`config.mk`:
```
export PLATFORM = sky130hd
export DESIGN_NAME = multicycle_main_cu
export DESIGN_NICKNAME = d
export VERILOG_FILES = /design/src/rtl/multicycle_main_cu.sv
export SDC_FILE = /design/constraint.sdc
export NUM_CORES = 1
export LEC_CHECK = 0
export ABC_AREA = 1
export BUFFER_PORTS_ARGS = -buffer_cell sky130_fd_sc_hd__buf_2
export CORE_UTILIZATION = 53
export DETAILED_ROUTE_END_ITERATION = 7
export GPL_ROUTABILITY_DRIVEN = 0
export GPL_TIMING_DRIVEN = 0
export PLACE_DENSITY = 0.8
export SYNTH_ARGS = -nofsm -noshare
export SYNTH_HDL_FRONTEND = slang
export SYNTH_SLANG_ARGS = --single-unit
```
`constraint.sdc`:
```
create_clock -name clk -period 1.8 [get_ports clk]
set_input_delay 0.09 -clock clk [delete_from_list [all_inputs] [get_ports clk]]
set_output_delay 0.09 -clock clk [all_outputs]
set_load 0.05 [all_outputs]
```
`src/rtl/multicycle_main_cu.sv`:
```
// rtl/multicycle_main_cu.sv - main control FSM for the multicycle RV32I datapath
module multicycle_main_cu #(
  parameter int COUNT_W = 32
) (
  input  logic               clk,
  input  logic               rst_n,
  input  logic [6:0]         opcode,
  input  logic               zero,
  input  logic               mem_ready,
  output logic [1:0]         alu_op,
  output logic [1:0]         alu_src_a,
  output logic [1:0]         alu_src_b,
  output logic [1:0]         result_src,
  output logic [1:0]         imm_src,
  output logic               adr_src,
  output logic               ir_write,
  output logic               pc_write,
  output logic               mem_write,
  output logic               reg_write,
  output logic               instr_done,
  output logic               illegal,
  output logic [3:0]         state,
  output logic [COUNT_W-1:0] instr_count
);

  typedef enum logic [3:0] {
    S_FETCH    = 4'd0,
    S_DECODE   = 4'd1,
    S_MEMADR   = 4'd2,
    S_MEMREAD  = 4'd3,
    S_MEMWB    = 4'd4,
    S_MEMWRITE = 4'd5,
    S_EXECUTER = 4'd6,
    S_ALUWB    = 4'd7,
    S_EXECUTEI = 4'd8,
    S_JAL      = 4'd9,
    S_BEQ      = 4'd10,
    S_ILLEGAL  = 4'd15
  } state_t;

  localparam logic [6:0] OP_LW   = 7'b0000011;
  localparam logic [6:0] OP_SW   = 7'b0100011;
  localparam logic [6:0] OP_R    = 7'b0110011;
  localparam logic [6:0] OP_I    = 7'b0010011;
  localparam logic [6:0] OP_JAL  = 7'b1101111;
  localparam logic [6:0] OP_BEQ  = 7'b1100011;

  state_t             r_state;
  state_t             w_next;
  logic [COUNT_W-1:0] r_count;
  logic               r_illegal;
  logic               w_pc_update;
  logic               w_branch;
  logic               w_ir_write;
  logic               w_mem_write;
  logic               w_reg_write;
  logic               w_retire;

  always_ff @(posedge clk) begin
    if (!rst_n) begin
      r_state   <= S_FETCH;
      r_count   <= '0;
      r_illegal <= 1'b0;
    end else begin
      r_state <= w_next;
      if (instr_done)
        r_count <= r_count + COUNT_W'(1);
      if (r_state == S_ILLEGAL)
        r_illegal <= 1'b1;
    end
  end

  always_comb begin
    w_next      = r_state;
    alu_op      = 2'b00;
    alu_src_a   = 2'b00;
    alu_src_b   = 2'b00;
    result_src  = 2'b00;
    adr_src     = 1'b0;
    w_pc_update = 1'b0;
    w_branch    = 1'b0;
    w_ir_write  = 1'b0;
    w_mem_write = 1'b0;
    w_reg_write = 1'b0;
    w_retire    = 1'b0;
    unique case (r_state)
      S_FETCH: begin
        alu_src_b   = 2'b10;
        result_src  = 2'b10;
        w_ir_write  = mem_ready;
        w_pc_update = mem_ready;
        if (mem_ready) w_next = S_DECODE;
      end
      S_DECODE: begin
        alu_src_a = 2'b01;
        alu_src_b = 2'b01;
        case (opcode)
          OP_LW, OP_SW: w_next = S_MEMADR;
          OP_R:         w_next = S_EXECUTER;
          OP_I:         w_next = S_EXECUTEI;
          OP_JAL:       w_next = S_JAL;
          OP_BEQ:       w_next = S_BEQ;
          default:      w_next = S_ILLEGAL;
        endcase
      end
      S_MEMADR: begin
        alu_src_a = 2'b10;
        alu_src_b = 2'b01;
        w_next    = (opcode == OP_LW) ? S_MEMREAD : S_MEMWRITE;
      end
      S_MEMREAD: begin
        adr_src = 1'b1;
        if (mem_ready) w_next = S_MEMWB;
      end
      S_MEMWB: begin
        result_src  = 2'b01;
        w_reg_write = 1'b1;
        w_retire    = 1'b1;
        w_next      = S_FETCH;
      end
      S_MEMWRITE: begin
        adr_src     = 1'b1;
        w_mem_write = 1'b1;
        w_retire    = mem_ready;
        if (mem_ready) w_next = S_FETCH;
      end
      S_EXECUTER: begin
        alu_src_a = 2'b10;
        alu_op    = 2'b10;
        w_next    = S_ALUWB;
      end
      S_EXECUTEI: begin
        alu_src_a = 2'b10;
        alu_src_b = 2'b01;
        alu_op    = 2'b10;
        w_next    = S_ALUWB;
      end
      S_ALUWB: begin
        w_reg_write = 1'b1;
        w_retire    = 1'b1;
        w_next      = S_FETCH;
      end
      S_JAL: begin
        alu_src_a   = 2'b01;
        alu_src_b   = 2'b10;
        w_pc_update = 1'b1;
        w_next      = S_ALUWB;
      end
      S_BEQ: begin
        alu_src_a = 2'b10;
        alu_op    = 2'b01;
        w_branch  = 1'b1;
        w_retire  = 1'b1;
        w_next    = S_FETCH;
      end
      default: w_next = S_ILLEGAL;
    endcase
  end

  always_comb begin
    case (opcode)
      OP_SW:   imm_src = 2'b01;
      OP_BEQ:  imm_src = 2'b10;
      OP_JAL:  imm_src = 2'b11;
      default: imm_src = 2'b00;
    endcase
  end

  // Write strobes are squashed while reset is held so an abandoned instruction leaves no trace.
  assign ir_write    = w_ir_write & rst_n;
  assign pc_write    = (w_pc_update | (w_branch & zero)) & rst_n;
  assign mem_write   = w_mem_write & rst_n;
  assign reg_write   = w_reg_write & rst_n;
  assign instr_done  = w_retire & rst_n;
  assign illegal     = r_illegal;
  assign state       = r_state;
  assign instr_count = r_count;

endmodule

```
# ---- After elaboration in Yosys (flattened, before gate mapping)
# Index checks and enable logic that the tools add are counted.
dict set report classes {
  add_sub_neg 1
  multipliers 0
  div 0
  magnitude_cmp 0
  n_eq_ne 20
  n_shift 0
  mux 18
  n_bitwise 7
  reduce_logical 12
}
# cell n
set op_table {}
lappend op_table {{$add A32 B1 Y32 const B} 1}
lappend op_table {{$pmux W4 S7} 1}
lappend op_table {{$pmux W4 S5} 1}
lappend op_table {{$eq A4 B3 Y1 const B} 4}
lappend op_table {{$eq A4 B4 Y1 const B} 4}
lappend op_table {{$pmux W2 S2} 4}
lappend op_table {{$eq A7 B6 Y1 const B} 2}
lappend op_table {{$eq A7 B7 Y1 const B} 2}
lappend op_table {{$mux W4} 3}
lappend op_table {{$reduce_or A2 Y1} 6}
lappend op_table {{$reduce_or A3 Y1} 3}
lappend op_table {{$eq A4 B2 Y1 const B} 2}
lappend op_table {{$eq A7 B2 Y1 const B} 1}
lappend op_table {{$eq A7 B5 Y1 const B} 1}
lappend op_table {{$and A1 B1 Y1} 6}
lappend op_table {{$ne A2 B2 Y1 const B} 3}
lappend op_table {{$pmux W2 S3} 1}
lappend op_table {{$mux W1} 5}
lappend op_table {{$eq A4 B1 Y1 const B} 1}
lappend op_table {{$logic_not A4 Y1} 1}
lappend op_table {{$pmux W1 S2} 2}
lappend op_table {{$reduce_or A4 Y1} 1}
lappend op_table {{$mux W3} 1}
lappend op_table {{$reduce_and A3 Y1} 1}
lappend op_table {{$or A1 B1 Y1} 1}
dict set report totals {
  ff_bits 37
  latch_bits 0
  mem_bits_rw 0
  romBits 0
  out_inout_bits 53
  memories 0
}

# ---- Depth between registers and ports, before layout
# Gate-level depths: netlist of run 1.
dict set report logic_depth {
  word_depth 5
  depth_mapped 12
  ltp_nobuf 11
}

# ---- Least setup slack after synthesis of run 1
# OpenSTA, ideal clock, no wires.
dict set report synth_path {
  kind {reg-to-output}
  from {register r_state[0], in the netlist state[0]}
  to {output pc_write}
  arrival_time_ps 2609
  t_required_ps 1710
  path_slack_ps -899
  stages_incl_launch_ff 6
  n_path_buf 0
  cell_sequence {dfxtp_1 -> nor2_1 -> inv_1 -> nor2_1 -> nand2_1 -> a31oi_1}
}
dict set report synth_via {
  elab_chain_len 5
}
# item line_no
set synth_lines {}
lappend synth_lines {{start, declared} 48} ;# state_t r_state;
lappend synth_lines {{start signal, assigned} 65} ;# r_state <= w_next;
lappend synth_lines {{$eq A4 B4 Y1} 86} ;# unique case (r_state)
lappend synth_lines {{$mux W1} 86}
lappend synth_lines {{$and A1 B1 Y1} 171} ;# assign pc_write = (w_pc_update | (w_branch & zero)) & rst_n;
lappend synth_lines {{$or A1 B1 Y1 (*)} 171}
lappend synth_lines {{$and A1 B1 Y1 (*)} 171}
lappend synth_lines {{end, declared} 17} ;# output logic pc_write,
# Every way passes the cells marked *; elsewhere a longest branch is shown, timed or not.

# ---- Worst setup path in the final report of run 1
# Same ends and word-level chain as after synthesis.

==> results of run 1 <==
registers in the layout (all words and copies together), names as in the netlist:
signal	cells
instr_count	32
state	4
illegal	1
power by group through the flow:
stage | clock network [uW] | logic (uW) | registers [uW]
final | 879 | 1740 | 963
after global routing | 926 | 1840 | 971
after CTS | 882 | 1640 | 950
after detailed placement | 0 | 1610 | 968
after global placement | 0 | 1590 | 969
after floorplan | 0 | 1120 | 1110
metrics by stage:
step | worst slack [ns] | setup TNS (ns) | hold slack [ns]
final | 0.0951 | 0 | 0.190
after global routing | -0.0233 | -0.0233 | 0.200
after CTS | 0.00521 | 0 | 0.189
after detailed placement | 0.0177 | 0 | 0.475
after global placement | 0.0529 | 0 | 0.466
after floorplan | 0.0240 | 0 | 0.313
routing by layer:
| layer | up-vias | global-route usage, % | routed length [um] |
|---|---|---|---|
| met3 | 27 | 5.13 | 614 |
| met2 | 141 | 48.5 | 3450 |
| met4 | 0 | 11.6 | 216 |
| met1 | 1340 | 37.8 | 3080 |
| li1 | 1511 | - | - |
| met5 | - | 0 | 0 |
worst min path at each step:
| stage | start | endpoint | cells after the start | slack [ns] |
|---|---|---|---|---|
| after CTS | opcode[5] | state[3]$_SDFFE_PN0P_ | 4 | 0.19 |
| after floorplan | rst_n | instr_count[11]$_SDFFE_PN0P_ | 3 | 0.31 |
| final | opcode[5] | state[3]$_SDFFE_PN0P_ | 4 | 0.19 |
| after detailed placement | illegal$_SDFFE_PN0N_ | illegal$_SDFFE_PN0N_ | 2 | 0.48 |
| after global placement | illegal$_SDFFE_PN0N_ | illegal$_SDFFE_PN0N_ | 2 | 0.47 |
| after global routing | rst_n | instr_count[13]$_SDFFE_PN0P_ | 4 | 0.20 |
cell usage after synthesis (all sizes together):
cell type / count / share of area, %
a21oi: 29 / 6.5
a31oi: 2 / 0.50
buf: 7 / 2.4
clkbuf: 3 / 0.45
dfxtp: 37 / 29
ha: 1 / 0.50
inv: 50 / 7.5
nand2: 159 / 24
nand3: 25 / 5.0
nand3b: 6 / 1.8
nand4: 12 / 3.0
nor2: 83 / 13
nor3: 3 / 0.60
o21ai: 8 / 1.6
xnor2: 5 / 1.7
xor2: 5 / 1.7
worst max-delay path, cell delays in order (launching register included):
cell and delay [ns]:
sky130_fd_sc_hd__dfxtp_4 0.38, sky130_fd_sc_hd__nor2_2 0.15, sky130_fd_sc_hd__inv_1 0.10, sky130_fd_sc_hd__nor2_4 0.14, sky130_fd_sc_hd__nand2_1 0.14, sky130_fd_sc_hd__a31oi_4 0.19, sky130_fd_sc_hd__buf_4 0.22
timing repair:
item,4_1_cts,5_1_grt
gates resized for setup,7,12
buffers inserted,0,7
endpoints found under the setup margin,4,10
pin swaps,0,2
logic make-up (layout without fill, tap and decap cells):
kind of cell	count (synthesis)	count (layout)	synth area share, %
fa+ha+maj	1	1	0.498
compound gates	39	39	8.61
buf+inv	60	138	10.4
flops	37	37	29.5
simple gates	288	288	47.6
xor+xnor	10	10	3.48
final cells by class:
type | count | share of cell area [%]
buffer | 10 | 2.56
clock buffer | 5 | 2.16
clock inverter | 3 | 2.04
inverter | 50 | 5.90
multi-input combinational | 338 | 49.4
sequential | 37 | 23.6
tap | 52 | 2.04
timing repair buffer | 70 | 12.3
==> results, run 1 <==
- The TritonCTS clock tree is built.
- Counting every sink on the clock net gives 37.
- The overall die area is 0.00502 mm2.
- The die is 70.9 um wide.
- The number of CTS-inserted buffers is 5.
- The highest fanout seen on the critical path is 6.
- For this design the static power due to leakage is 0.00150 uW.
- At the worst endpoint, the required time is 1.71 ns.
- Across every metal layer, demand over resource in global routing totals 29.2%.
- After the first detailed-routing iteration, the DRC count stood at 248.
- The post-route netlist has 22.6% of its cells at a drive strength greater than 1.
- The portion of the post-synthesis area used by sequential elements is 29.5%.
- The number of levels the H-tree was split into is 2.
- The most common library cell in the layout ignoring fill and taps is sky130_fd_sc_hd__nand2_1.
- At the later pin of the worst-skew pair, clock insertion delay measures 0.30 ns.
- The completed layout was analyzed and its total power is 3580 uW.
- The synthesized netlist occupies a cell area of 0.00251 mm2.
- The total power density per cell area is 1130 mW/mm2.
- Measured on the finished design, the core utilization comes to 71.6%.
- In the routed design, unresolved DRC markers number 0.
- Of the total power, registers draw 26.9%.
- The register cell area after layout is 751 um2.
- The maximum number of buffers from clock root to sink is 2.
- After routing the design area is 0.00318 mm2.
- The analysis attributes to net switching a power of 1680 uW.
- In this run the critical register-to-register path is captured at instr_count[15]$_SDFFE_PN0P_.
- The max-capacitance violation count is 0.
- The synthesized design contains 37 register bits.
- In this run the vertical extent of the chip is 70.9 um.
- The via count of the first global-routing pass was 2556.
- The post-layout instance count excluding filler cells is 565.
- Synthesis produced 435 cells.
- The proportion of total power due to net switching is 46.8%.
- The final-report hold violation count is 0.
- The footprint of the multi-input gates is 0.00157 mm2.
- Summed over all layers, the global routing overflow is 0.
- The half-perimeter wire length after placement is 5.34 mm.
- The area growth from synthesis to layout is 26.6%.
- The kind of end point of the critical path is an output pin.
- The worst setup path is launched from a register.
- For flop-to-flop paths, the worst setup slack is 0.12 ns.
- After floorplanning, the core was divided into 24 placement rows.
- The count of different cell masters after synthesis is 26.
- The count of yosys warnings during synthesis is 0.
- Cell internal power was estimated by the tool at 1910 uW.
- The initial antenna violation count is 0.
- In the routed layout, each cell is associated on average with a via count of 5.34.
- The number of iterations in the first detailed-routing pass is 7.
- The flow ran to the end, and the final reports show no timing, DRC or antenna violations.
- Measured against its own limit, the worst slew margin works out to 56.1%.
- The root cell of the clock tree is sky130_fd_sc_hd__clkbuf_8.
- The region available for standard cell placement spans 0.00444 mm2.
- In this run the worst setup path begins at state[0]$_SDFFE_PN0P_.
- The arrival time of data at the critical path endpoint is 1.61 ns.
- The effective utilization at floorplan is 56.6%.
- The routed wire length is 7.36 mm.
- 64 I/O pins were placed.
- Setup violations remaining at the end of the flow were counted as 0.
- Combinational logic is responsible for 48.6% of the overall power.
- In this run the tool buffered the top-level ports with 63 buffer cells.
- The highest attainable clock frequency is 587 MHz.
- The setup path with the least slack is of type register to output pin.
- The reg-to-reg critical path startpoint is instr_count[11]$_SDFFE_PN0P_.
- In this run the remaining antenna-violating nets after routing total 0.
- The first-pass GRT wire length is 11.6 mm.
- Counting the fill cells in the layout gives 381.
- After clock tree synthesis, the clock-pin slew on the worst setup and hold paths is 0.07 ns.
- The ratio of final minimum period to clock period is 94.7%.
- Buffers inserted to repair hold after CTS numbered 0.
- Averaged over all synthesized cells, the footprint is 5.78 um2.
- The post-place instance area is 0.00293 mm2.
- The final-stage net count is 524.
- When the netlist entered floorplanning its net count stood at 447.
- The path class of the lowest-slack min-delay path is input pin to register.
- Entering global routing, the biggest net connects 13 pins.
- The final critical delay including setup and external delays is 1.70 ns.
- The largest clock skew in the final design is 0.0128 ns.
- The share of total power dissipated in the clock network is 24.5%.
- After detailed placement, the design holds a cell count of 550.
- The transition at the pin with the smallest max-transition slack is 0.658 ns.
- VDD sags by at most 0.00104 V.
- The critical path capture point is pc_write.
- The worst register-to-register path has a depth of 7.
- The overall via count from detail_route is 3019.
- Leaving out fill and tap cells, the most frequent cells in the layout are sky130_fd_sc_hd__nand2_1, sky130_fd_sc_hd__nor2_1, sky130_fd_sc_hd__buf_2, sky130_fd_sc_hd__inv_1, sky130_fd_sc_hd__dfxtp_1.
- The total count of max-transition violations in the final report is 0.
- The number of antenna diodes in the final layout is 0.
- After detailed routing, the average wire length per cell comes to 13.0 um.
Note: power is estimated with default switching activity, not from simulation.
==> run 2: changes to the inputs <==
- CORE_UTILIZATION: 53 -> 47
- PLACE_DENSITY: 0.8 -> 0.72
==> run 2 against run 1 <==
Compared with the run above: sequential share of layout area rose by 0.50 points; clock skew fell by 0.0061 ns; first-iteration DRC count shrank 39%; via count decreased by 3.1%; non-clock buffer count is 4 lower; die area grew 12%; global-route usage down 3.4 points; worst setup slack lost 0.0011 ns; flip-flop and latch count unchanged; largest cell class unchanged; largest power group unchanged.
==> results, run 2 (synthesis gave the netlist of run 1 again) <==
- The post-layout instance count excluding filler cells is 579.
- The cell count after placement is 568.
- The depth of the worst register-to-register path is 13.
- Dividing total power by cell area gives a power density of 1060 mW/mm2.
- From bottom edge to top edge, the die measures 75.1 um.
- The final setup violation count is 0.
- The overall via count from detail_route is 2926.
- In this run the worst hold path is classified as input pin to register.
- The repair_antennas step left the layout with diodes totalling 0.
- Measured against its own limit, the worst slew margin works out to 56.7%.
- CTS built an H-tree with a depth of 2.
- The leakage power is 0.00147 uW.
- The register with the most flip-flops in the layout has 32 of them.
- The placement row count is 26.
- The initial antenna violation count is 0.
- From synthesis to final layout, the design area changed by 24.4%.
- The summed negative setup slack over all endpoints is 0 ns.
- The ratio of final minimum period to clock period is 94.8%.
- The number of CTS-inserted buffers is 5.
- The later pin in the worst-skew pair is clocked with a latency of 0.29 ns.
- The clock drives 37 sinks.
- Of all nets on the critical path, the largest fanout is 9.
- For this block, the routed nets add up to 6.87 mm of wire.
- The total count of max-transition violations in the final report is 0.
- In the routed design, unresolved DRC markers number 0.
- The total global routing overflow is 0.
- In the layout the commonest cells are sky130_fd_sc_hd__nand2_1, sky130_fd_sc_hd__nor2_1, sky130_fd_sc_hd__buf_2, sky130_fd_sc_hd__inv_1, sky130_fd_sc_hd__dfxtp_1.
- During placement, the flow inserted port buffers numbering 63.
- The total global routing track utilization is 25.8%.
- The pre-CTS setup slack is 0.00896 ns.
- The largest clock skew in the final design is 0.00677 ns.
- At the worst endpoint, the required time is 1.71 ns.
- The final-report hold violation count was 0.
- The die covers 0.00564 mm2.
- The worst path meets setup with 0.0940 ns of slack.
- The transition at the pin with the smallest max-transition slack is 0.650 ns.
- The worst setup path is launched from a register.
- The kind of end point of the critical path is an output pin.
- The flow ran to the end, and the final reports show no timing, DRC or antenna violations.
- The longest clock path from root to sink contains 2 buffers.
- The clock period could shrink to 1.71 ns.
- After the last flow step, the layout net total stands at 520.
- By startpoint and endpoint, the worst setup path is classified as register to output pin.
- Dividing the detail-routed wire length by the instance count gives 11.9 um.
- The pin count of the biggest net entering global routing is 12.
- For this design the top-level I/O count stands at 64.
- The violation count after the first detailed-route iteration is 152.
- The half-perimeter wire length after placement is 5.26 mm.
- The hold path depth is 4.
- The library cell used most frequently in the layout, excluding fill and tap cells, is sky130_fd_sc_hd__nand2_1.
- The highest attainable clock frequency is 586 MHz.
- From left edge to right edge, the die measures 75.1 um.
- The cell sitting at the root of the clock tree is a sky130_fd_sc_hd__clkbuf_8.
- Of the cells placed in the final design, the portion with a size suffix greater than 1 is 21.8%.
- The core region is 0.00514 mm2.
- The clock-pin slew on the worst setup and hold paths is 0.08 ns.
- Dividing the detail-routed via count by the number of cells gives 5.05.
- The via count of the first global-routing pass was 2428.
- The count of filler cells inserted in the layout is 530.
- The max-capacitance violation count is 0.
- The arrival time of data at the critical path endpoint is 1.62 ns.
- Before antenna repair, the detailed router went through 4 iterations.
- The TritonCTS clock tree is built.
- Setup repair after global routing could not meet its margin everywhere.
- The effective utilization at floorplan is 48.9%.
- The worst vdd rail ir drop is 0.000783 V.
- The first global-routing pass estimated 11.0 mm of wire.
- The remaining antenna violation count is 0.
## run 2: cell count changes in the layout (fill, tap and decap cells not counted), sizes merged
cell	delta
buf	-4
clkbuf	+2
bufinv	-2
## run 2: timing repair
action	CTS	global route
hold buffers	0	0
pin swaps	0	1
endpoints found under the setup margin	1	9
resized for setup	4	16
setup buffers	0	3
## run 2: critical path, stage by stage, from the launching register on
cell,delay (ns)
sky130_fd_sc_hd__dfxtp_4,0.38
sky130_fd_sc_hd__inv_2,0.07
sky130_fd_sc_hd__nand2_4,0.07
sky130_fd_sc_hd__nor2_4,0.14
sky130_fd_sc_hd__nand2_2,0.06
sky130_fd_sc_hd__nand2_2,0.08
sky130_fd_sc_hd__nand2_1,0.06
sky130_fd_sc_hd__nand2_2,0.07
sky130_fd_sc_hd__buf_8,0.11
sky130_fd_sc_hd__buf_8,0.12
sky130_fd_sc_hd__buf_8,0.15
## run 2: layer usage
metal | global-route usage (%) | wire [um] | up-vias
met5 | 0 | 0 | -
met4 | 10.9 | 99 | 0
met1 | 34.2 | 3210 | 1307
met2 | 41.6 | 3160 | 99
li1 | - | - | 1509
met3 | 4.28 | 395 | 11
## run 2: worst paths after layout
| kind | startpoint | end | slack (ns) |
|---|---|---|---|
| setup / recovery | state[1]$_SDFFE_PN0P_ | instr_done | 0.09 |
| hold / removal | rst_n | instr_count[16]$_SDFFE_PN0P_ | 0.22 |
| setup reg to reg | state[1]$_SDFFE_PN0P_ | instr_count[9]$_SDFFE_PN0P_ | 0.16 |
| hold reg to reg | illegal$_SDFFE_PN0N_ | illegal$_SDFFE_PN0N_ | 0.50 |
## run 2: stage by stage
| step | total power, uW | util (%) | hold WS (ns) | area [um2] |
|---|---|---|---|---|
| 6_report | 3310 | 60.8 | 0.216 | 3130 |
| 5_1_grt | 3490 | 60.8 | 0.222 | 3130 |
| 4_1_cts | 3240 | 59.7 | 0.203 | 3070 |
| 3_5_place_dp | 2570 | 57.5 | 0.477 | 2950 |
| 3_3_place_gp | 2560 | 57.5 | 0.470 | 2950 |
| 2_1_floorplan | 2230 | - | 0.313 | 2550 |
## run 2: area by class of cell
cell class	instances	area, um2	area share [%]
plain buffers	10	81.3	2.60
multi-input cells	338	1570	50.1
well taps	70	87.6	2.80
clock inverters	1	5.00	0.160
inverters	50	188	6.00
clock buffers	7	96.3	3.08
flip-flops and latches	37	753	24.1
repair buffers	66	350	11.2
## run 2: where the power goes
part           leakage (uW)  internal (uW)  switching (uW)
Clock             0.0000542            346             308
Combinational       0.00111            444            1240
Sequential         0.000302            885            86.1
Total               0.00147           1680            1640
==> run 3: changes to the inputs <==
- CTS_BUF_LIST: unset -> sky130_fd_sc_hd__clkbuf_16
==> run 3 against run 2 <==
Compared with the run above: sequential power decreased by 0.7%; design area grew 1.2%; cell count is 0.17% higher; sequential share of layout area down 0.36 points; critical path type unchanged; fmax increased by 0.43%; clock skew about the same; combinational power barely moved; die area unchanged; hold slack better by 0.013 ns; via count about the same; utilization up 0.71 points.
==> results, run 3 (synthesis gave the netlist of run 1 again) <==
- The run finished with clean final reports.
- The number of design rule violations left after detail routing is 0.
- The worst hold path passes through 4 cells.
- CTS built an H-tree with a depth of 2.
- The top cell types in the final layout, fill and taps aside, are sky130_fd_sc_hd__nand2_1, sky130_fd_sc_hd__nor2_1, sky130_fd_sc_hd__buf_2, sky130_fd_sc_hd__inv_1, sky130_fd_sc_hd__dfxtp_1.
- The ratio of final minimum period to clock period is 94.4%.
- CTS placed an instance of sky130_fd_sc_hd__clkbuf_16 at the clock tree root.
- The footprint of the multi-input gates is 0.00156 mm2.
- The transition at the pin with the smallest max-transition slack is 0.648 ns.
- The startpoint identified for the worst hold timing path is rst_n.
- The initial antenna violation count is 0.
- The via count of the first global-routing pass is 2422.
- Across the run, the number of max-cap violations was 0.
- The clock arrives with 0.00672 ns of skew.
- The critical path data required time is 1.71 ns.
- From left edge to right edge, the die measures 75.1 um.
- Before antenna repair, the detailed router went through 5 iterations.
- The TritonCTS clock tree is built.
- The most common library cell in the layout ignoring fill and taps is sky130_fd_sc_hd__nand2_1.
- Clock tree synthesis inserted a total of 5 buffers.
- The total count of max-transition violations in the final report is 0.
- Counting cells, the worst reg-to-reg path comes to 13.
- The sequential cells in the finished layout cover a total of 751 um2.
- The completed layout was analyzed and its total power is 3500 uW.
- After detailed routing, the number of vias per cell comes to 5.05.
- The endpoint identified for the worst register-to-register timing path is instr_count[9]$_SDFFE_PN0P_.
- In this run the count of I/O pins placed on the die edge is 64.
- The final-stage net count is 521.
- The routed wire length is 6.98 mm.
- The arrival time of data at the critical path endpoint is 1.61 ns.
- The register with the most flip-flops in the layout has 32 of them.
- Measured against its own limit, the worst slew margin works out to 56.8%.
- The highest attainable clock frequency is 589 MHz.
- Relative to the synthesized area, the layout overhead comes to 25.8%.
- The path class of the lowest-slack min-delay path is input pin to register.
- The later pin in the worst-skew pair is clocked with a latency of 0.28 ns.
- The total power density per cell area is 1110 mW/mm2.
- The critical path is of the register to output pin type.
- The sink count of the clock tree is 37.
- Along the worst path, the maximum fanout reaches 9.
- The die covers 0.00564 mm2.
- In this run the critical register-to-register path is launched from state[1]$_SDFFE_PN0P_.
- Summing all non-filler instances in the final layout gives an area of 0.00316 mm2.
- The worst hold slack after final layout is 0.229 ns.
- In this run the worst setup path begins at state[1]$_SDFFE_PN0P_.
- The first-pass GRT wire length is 11.1 mm.
- The post-place instance area is 0.00295 mm2.
- Setup violations remaining at the end of the flow were counted as 0.
- The overall via count from detail_route is 2927.
- Cells with a size suffix above 1 make up 21.0% of the layout.
- The count of filler cells inserted in the layout is 522.
- For hold timing, the worst endpoint is instr_count[13]$_SDFFE_PN0P_.
- The total global routing track utilization is 26.2%.
- The total global routing overflow is 0.
- The number of antenna diodes is 0.
- The placement row count is 26.
- In this run the deepest clock path goes through 2 buffers.
- The first routing iteration left 122 violations.
- The final-report hold violation count is 0.
- In this run, post-CTS hold repair placed 0 buffers.
- The mean routed wirelength per cell is 12.0 um.
- IR analysis of the VDD net gives a maximum drop of 0.000782 V.
- The effective utilization at floorplan is 48.9%.
- The standard cell core area is 0.00514 mm2.
- Summed over all cells, the static leakage comes to 0.00149 uW.
- Detailed placement finished with a half-perimeter wire length of 5.26 mm.
- The remaining antenna violation count is 0.
- The kind of end point of the critical path is an output pin.
- The worst path in the final design needs a cycle of 1.70 ns, including I/O delays and setup.
- Entering global routing, the biggest net connects 12 pins.
- The die outline height is 75.1 um.
- STA classifies the critical path startpoint as a register.
- The setup slack of the most critical reg-to-reg path is 0.17 ns.
- In this run the tool buffered the top-level ports with 63 buffer cells.
- After clock tree synthesis, the clock-pin slew on the worst setup and hold paths is 0.06 ns.
[run 3: cell types whose count changed in the layout (fill, tap and decap cells not counted), sizes merged]
| cell | delta |
|---|---|
| clkinv | +2 |
| buf | +1 |
| clkbuf | -2 |
[run 3: final cells by class]
| cell class | instances | area share (%) |
|---|---|---|
| plain buffers | 10 | 2.57 |
| clock buffers | 5 | 3.96 |
| inverters | 50 | 5.93 |
| flip-flops and latches | 37 | 23.7 |
| repair buffers | 67 | 11.3 |
| clock inverters | 3 | 0.396 |
| multi-input cells | 338 | 49.3 |
| well taps | 70 | 2.77 |
[run 3: repair_timing]
item,4_1_cts,5_1_grt
pin swaps,0,1
hold endpoints to repair,0,0
gates resized for setup,2,14
setup endpoints to repair,1,9
gates cloned,0,0
setup buffers,0,4
[run 3: critical path, stage by stage (launching register included)]
cell and delay, ns:
sky130_fd_sc_hd__dfxtp_2 0.35, sky130_fd_sc_hd__inv_2 0.08, sky130_fd_sc_hd__nand2_4 0.07, sky130_fd_sc_hd__nor2_4 0.14, sky130_fd_sc_hd__nand2_1 0.08, sky130_fd_sc_hd__nand2_2 0.09
sky130_fd_sc_hd__nand2_1 0.06, sky130_fd_sc_hd__nand2_2 0.07, sky130_fd_sc_hd__buf_8 0.10, sky130_fd_sc_hd__buf_8 0.12, sky130_fd_sc_hd__buf_8 0.15
[run 3: routing by layer]
metal,share of wire (%),vias up,global-route usage [%]
met5,0,-,0
met4,1.3,0,9.26
met3,4.9,10,5.49
met2,46,93,42.4
met1,47,1314,34.5
li1,-,1510,-
[run 3: worst max-delay path by stage]
stage	endpoint	slack, ns	depth (start not counted)
2_1_floorplan	pc_write	0.02	6
3_3_place_gp	mem_write	0.04	6
3_5_place_dp	mem_write	0.009	6
4_1_cts	mem_write	0.01	6
5_1_grt	instr_done	-0.02	10
6_report	instr_done	0.10	10
[run 3: per-stage QoR]
stage                     std cells  setup TNS (ns)  utilization [%]  setup slack (ns)
after CTS                       576               0             60.3            0.0104
after global routing            580         -0.0308             61.5           -0.0164
after global placement          568               0             57.5            0.0441
final                           580               0             61.5             0.101
after floorplan                 435               0                -            0.0240
after detailed placement        568               0             57.5           0.00896
[run 3: where the power goes]
part           switching (uW)  leakage, uW  internal (uW)  total (uW)
registers                82.6     0.000301            882         964
clock network             336    0.0000687            501         836
logic                    1250      0.00112            446        1700
